### src/rtl/mem_arbiter.sv
// mem_arbiter
//   Shares one single-ported, fixed-latency memory between the instruction
//   fetch port (I, read-only) and the data load/store port (D). Only one
//   transaction is outstanding at a time. Ties are broken round-robin.
//
// Ports
//   clk_i, rst_i                   clock (rising edge), async active-low reset
//   i_req_i, i_addr_i              fetch request/address, held until granted
//   i_gnt_o, i_rvalid_o, i_rdata_o fetch grant, read-data pulse, read data
//   d_req_i, d_we_i, d_addr_i,     data request, store enable, address and
//   d_wdata_i                      store data, held until granted
//   d_gnt_o, d_rvalid_o, d_rdata_o data grant, load-data pulse, load data
//   mem_req_o, mem_we_o,           memory strobe, write enable, address and
//   mem_addr_o, mem_wdata_o        write data
//   mem_rdata_i                    memory read data, MEM_LATENCY cycles after
//                                  a read strobe
module mem_arbiter #(
  parameter int DATAWIDTH   = 32,
  parameter int ADDRWIDTH   = 32,
  parameter int MEM_LATENCY = 1
) (
  input  logic                 clk_i,
  input  logic                 rst_i,
  input  logic                 i_req_i,
  input  logic [ADDRWIDTH-1:0] i_addr_i,
  output logic                 i_gnt_o,
  output logic                 i_rvalid_o,
  output logic [DATAWIDTH-1:0] i_rdata_o,
  input  logic                 d_req_i,
  input  logic                 d_we_i,
  input  logic [ADDRWIDTH-1:0] d_addr_i,
  input  logic [DATAWIDTH-1:0] d_wdata_i,
  output logic                 d_gnt_o,
  output logic                 d_rvalid_o,
  output logic [DATAWIDTH-1:0] d_rdata_o,
  output logic                 mem_req_o,
  output logic                 mem_we_o,
  output logic [ADDRWIDTH-1:0] mem_addr_o,
  output logic [DATAWIDTH-1:0] mem_wdata_o,
  input  logic [DATAWIDTH-1:0] mem_rdata_i
);

  localparam int            CW  = $clog2(MEM_LATENCY + 1);
  localparam logic [CW-1:0] LAT = CW'(MEM_LATENCY);
  localparam logic [CW-1:0] ONE = CW'(1);

  typedef enum logic {IDLE, WAIT} state_e;
  typedef enum logic {PORT_I, PORT_D} port_e;

  state_e        state_q, state_d;
  logic [CW-1:0] cnt_q, cnt_d;
  port_e         owner_q, owner_d;
  port_e         last_q, last_d;

  logic pick_i;
  logic i_gnt;
  logic d_gnt;
  logic done;

  // I wins unless D is also requesting and I was the most recent winner.
  assign pick_i = i_req_i && (!d_req_i || (last_q == PORT_D));

  // Gating with rst_i forces every output low while reset is held, even
  // though the grant path is combinational from the request inputs.
  assign i_gnt = rst_i && (state_q == IDLE) && pick_i;
  assign d_gnt = rst_i && (state_q == IDLE) && d_req_i && !pick_i;
  assign done  = rst_i && (state_q == WAIT) && (cnt_q == LAT);

  assign i_gnt_o     = i_gnt;
  assign d_gnt_o     = d_gnt;
  assign mem_req_o   = i_gnt || d_gnt;
  assign mem_we_o    = d_gnt && d_we_i;
  assign mem_addr_o  = d_gnt ? d_addr_i : (i_gnt ? i_addr_i : '0);
  assign mem_wdata_o = d_gnt ? d_wdata_i : '0;

  assign i_rvalid_o = done && (owner_q == PORT_I);
  assign d_rvalid_o = done && (owner_q == PORT_D);
  assign i_rdata_o  = i_rvalid_o ? mem_rdata_i : '0;
  assign d_rdata_o  = d_rvalid_o ? mem_rdata_i : '0;

  always_comb begin
    state_d = state_q;
    cnt_d   = cnt_q;
    owner_d = owner_q;
    last_d  = last_q;
    case (state_q)
      IDLE: begin
        if (i_gnt || d_gnt) begin
          owner_d = d_gnt ? PORT_D : PORT_I;
          last_d  = d_gnt ? PORT_D : PORT_I;
          // A store completes at grant; only reads wait for data.
          if (!(d_gnt && d_we_i)) begin
            state_d = WAIT;
            cnt_d   = ONE;
          end
        end
      end
      WAIT: begin
        // Compare before increment so the counter never wraps.
        if (cnt_q == LAT) begin
          state_d = IDLE;
        end else begin
          cnt_d = cnt_q + ONE;
        end
      end
      default: state_d = IDLE;
    endcase
  end

  always_ff @(posedge clk_i or negedge rst_i) begin
    if (!rst_i) begin
      state_q <= IDLE;
      cnt_q   <= '0;
      owner_q <= PORT_I;
      last_q  <= PORT_D;
    end else begin
      state_q <= state_d;
      cnt_q   <= cnt_d;
      owner_q <= owner_d;
      last_q  <= last_d;
    end
  end

endmodule

### config.mk
export PLATFORM = sky130hd
export DESIGN_NAME = mem_arbiter
export DESIGN_NICKNAME = d
export VERILOG_FILES = /design/src/rtl/mem_arbiter.sv
export SDC_FILE = /design/constraint.sdc
export NUM_CORES = 1
export LEC_CHECK = 0
export CORE_AREA = 2 2 104 106
export CTS_CLUSTER_SIZE = 20
export DETAILED_ROUTE_END_ITERATION = 6
export DIE_AREA = 0 0 106 108
export PLACE_DENSITY = 0.65
export SLEW_MARGIN = 20
export SYNTH_ARGS = -nofsm -noshare
export SYNTH_HDL_FRONTEND = slang
export SYNTH_SLANG_ARGS = --single-unit
### constraint.sdc
create_clock -name clk_i -period 3.2 [get_ports clk_i]
set_input_delay 0.48 -clock clk_i [delete_from_list [all_inputs] [get_ports clk_i]]
set_output_delay 0.48 -clock clk_i [all_outputs]
set_load 0.01 [all_outputs]
# == Word level (Yosys, flattened, before mapping) ==
# Index checks and enable logic that the tools add are counted.
# totals
ram_bits,0
ff_bits,4
rom_bits,0
output_inout_bits,134
n_memories,0
wordCells,39
latchBits,0
# op_classes
muxes,14
n_bitwise,2
n_shift,0
n_eq_ne,2
n_lt_le_gt_ge,0
n_reduce_logical,16
div_mod_pow,0
addsub,1
mul,0
# op_table
cell,n
two-way mux 32 bit,5
logical AND 1 bit,10
two-way mux 1 bit,7
"!= test 2 bit, second input constant",2
case mux 1 bit (2 select lines),2
AND reduction 2 bit,2
zero test 1 bit,2
logical OR 1 bit,2
NOT 1 bit,2
"adder 1 bit, second input constant",1

# == Logic depth before layout (Yosys ltp) ==
# logic_depth
word_depth,9
mapped_depth,5
ltp_nobuf,3

# == Worst setup path before layout ==
# OpenSTA, ideal clock, no wires.
# synth_timing
path_type,flip-flop to output port
startpoint,reg state_q
endpoint,out mem_wdata_o[10]
slack_ps,1507
required_time_ps,2720
stages_incl_launch_ff,6
arrival_time_ps,1213
cell_sequence,dfrtp_1 -> nand3b_1 -> a21oi_2 -> buf_4 -> buf_4 -> and2_1
# synth_via
elab_chain_len,5
# synth_lines
element,line,text
from (decl),50,"state_e state_q, state_d;"
from (signal assigned),117,state_q <= state_d;
NOT 1 bit (no line),-,
logical AND 1 bit (3 in a row),66,assign d_gnt = rst_i && (state_q == IDLE) && d_req_i && !pick_i;
two-way mux 32 bit,74,assign mem_wdata_o = d_gnt ? d_wdata_i : '0;
to (decl),39,"output logic [DATAWIDTH-1:0] mem_wdata_o,"
# No other way between the ends.

# == Worst setup path after layout ==
# layout_timing
startpoint,in rst_i
endpoint,out mem_wdata_o[23]
# layout_via
elab_chain_len,4
# layout_lines
element,line,text
from (decl),23,"input logic rst_i,"
logical AND 1 bit (3 in a row),66,
two-way mux 32 bit,74,
# No other way between the ends.

==> key figures <==
STA
  • Count of final setup violators: 0
  • Unrepaired setup endpoints after global routing: false
  • Setup TNS: 0 ns
  • Clk_skew: 0.00502 ns
  • Final worst-path cycle share: 92.0%
  • Min Tclk post-route: 2.94 ns
  • Worst-Margin Slew: 0.252 ns
  • Min setup slack post-route: 0.257 ns
  • Max Slew Vio Count: 0
  • Final hold violations: 0
  • Slew headroom: 83.2%
  • Maximum clock rate: 340 MHz

CTS
  • CTS HTree Levels: 1
  • TritonCTS clock tree: yes
  • CTS Buf Count: 3
  • Longest Clk Path Bufs: 2
  • Clock transition at the registers of the reported paths: 0.03 ns
  • Cts hold-fix bufs: 0
  • Root buf cell: clkbuf_8
  • Post-CTS Setup Inserts: 0
  • Clk sinks: 4
  • Cells resized by post-CTS repair: 0
  • Insertion delay to the later sink of the worst-skew pair: 0.22 ns

Logic synthesis
  • Synth unique cells: 21
  • Synth area leaders: and2_1 (51%), a22o_1 (23%), dfrtp_1 (6.3%)
  • Mean Syn Cell Area: 7.13 um^2
  • Sequential-to-total area share from yosys stat: 8.46%
  • EDFF count, synth: 0
  • Area leader, netlist: and2_1
  • Mapped Cells: 168
  • Mapped cell area: 0.00120 mm^2
  • Syn Nets: 301
  • Commonest cells in the netlist: and2_1 (97), a22o_1 (32), buf_4 (6), buf_2 (5), clkbuf_1 (4)
  • Yosys top cell area share: 50.7%
  • Synth Flop Type: dfrtp_1
  • Most numerous cell in the Yosys netlist: and2_1
  • Async set or reset register ratio after synthesis: 100%
  • Yosys warning count: 0
  • Synthesized flop and latch total: 4

Critical path
  • Worst setup SP type: primary input
  • Kind of critical path: in -> out
  • Worst EP arrival: 2.46 ns
  • CP Capture Type: output pin
  • Req. time, crit path: 2.72 ns
  • Crit path max fanout: 66

Detailed routing
  • Pre-Repair DR Iteration Count: 4
  • Number of vias per cell: 3.90
  • Routed wire length: 7540 um
  • Drt initial violations: 62
  • DR DRC count: 0
  • Routed len/inst: 13.4 um
  • Vias post-DR: 2197
  • Antenna Violating Nets Remaining: 0

Cells and area
  • Share of layout cells above drive strength 1: 3.04%
  • Filler cell count: 1052
  • Fin cells: 564
  • # nets final: 562
  • ANT cells: 0
  • Register area: 101 um^2
  • Area grow syn2layout: 240%
  • Area of the multi-input gates: 996 um^2

Die
  • Die Area: 0.0114 mm^2
  • FP Rows: 37
  • Num ports: 267
  • Die Span Y: 108 um
  • Die Width: 106 um
  • Core Footprint: 0.0102 mm^2
  • Starting Density: 11.7%

GRT
  • Busiest layer in global routing: met2
  • Global Route met1 Usage: 11.3%
  • Vias in the first global route: 2257
  • Total track usage: 11.7%
  • GR Util met2: 23.7%
  • First-pass GRT wire length: 10900 um
  • Total grt overflow: 0
  • Initial antenna violation count: 0
  • Largest net degree at the start of global routing: 67
  • Met3 GRT Util: 4.40%

Pwr
  • Leak pwr: 1.55 nW
  • VDD IR max: 0.000143 V
  • P per Cell Area: 183 mW/mm^2

Hold path
  • Hold Path Class: in -> async

Placement
  • # port buffers: 266
  • Placed Cells: 560
  • GP Congestion: 0.851
  • DP Worst Slack: 0.235 ns
  • HPWL after detailed placement: 6540 um

Job
  • Max-capacitance violation count: 0

Status
  • Status: finished clean
## kinds of logic after synthesis
group | share of synthesized area, %
AO/OA/AOI/OAI | 27.1
flip-flops | 8.46
buffers and inverters | 8.99
AND/OR/NAND/NOR | 55.5
## layer usage
layer / routed length (um) / up-vias
met2: 4020 / 142
met4: 80 / 0
met1: 2560 / 960
met3: 886 / 6
li1: - / 1089
met5: 0 / -
## critical path, stage by stage
cell	delay, ns
clkdlybuf4s50_1	0.57
nand3b_1	0.20
a21oi_4	0.19
buf_12	0.24
and2_1	0.21
clkdlybuf4s50_1	0.55
## path summary, 6_finish.rpt
check	slack (ns)	startpoint	cells after the start	to
worst max-delay path	0.26	rst_i	6	mem_wdata_o[23]
worst min-delay path	0.47	rst_i	1	owner_q$_DFFE_PN0P_
worst max register to register	1.77	state_q$_DFF_PN0_	4	cnt_q$_DFFE_PN0P_
worst min register to register	0.50	cnt_q$_DFFE_PN0P_	1	cnt_q$_DFFE_PN0P_
max in group asynchronous	2.43	rst_i	2	cnt_q$_DFFE_PN0P_
min in group clk_i	0.50	cnt_q$_DFFE_PN0P_	1	cnt_q$_DFFE_PN0P_
## layout by cell type, fill, tap and decap left out, drive strengths merged
cell           count
nor3               1
dfrtp              3
a21oi              3
inv                3
or4                1
or2                1
nand3b             2
o21ai              1
nand3              1
a211o              1
nand2              2
clkdlybuf4s50    266
and2              97
dfstp              1
nor2               3
buf                6
clkbuf             4
a22o              32
## power by group
group          internal (W)  switching [W]
Clock             0.0000852      0.0000278
Sequential        0.0000628     0.00000975
Combinational      0.000367       0.000192
## state kept, by name (all words and copies together), names as in the netlist
signal,flops
cnt_q,1
last_q,1
owner_q,1
state_q,1
## area by class of cell
type / count / share of cell area (%)
clock buffer: 4 / 1.11
inverter: 3 / 0.277
multi-input combinational: 145 / 24.5
sequential: 4 / 2.49
tap: 136 / 4.18
timing repair buffer: 272 / 67.5
## through the flow
stage          cell area, um^2  utilization, %  total power (W)  hold slack, ns
2_1_floorplan             1200               -         0.000257           0.184
3_3_place_gp              4020            39.3         0.000633           0.484
3_5_place_dp              4020            39.3         0.000636           0.493
4_1_cts                   4070            39.8         0.000756           0.473
5_1_grt                   4070            39.8         0.000791           0.482
6_report                  4070            39.8         0.000744           0.474
No activity file was read; power rests on OpenSTA's default activity.
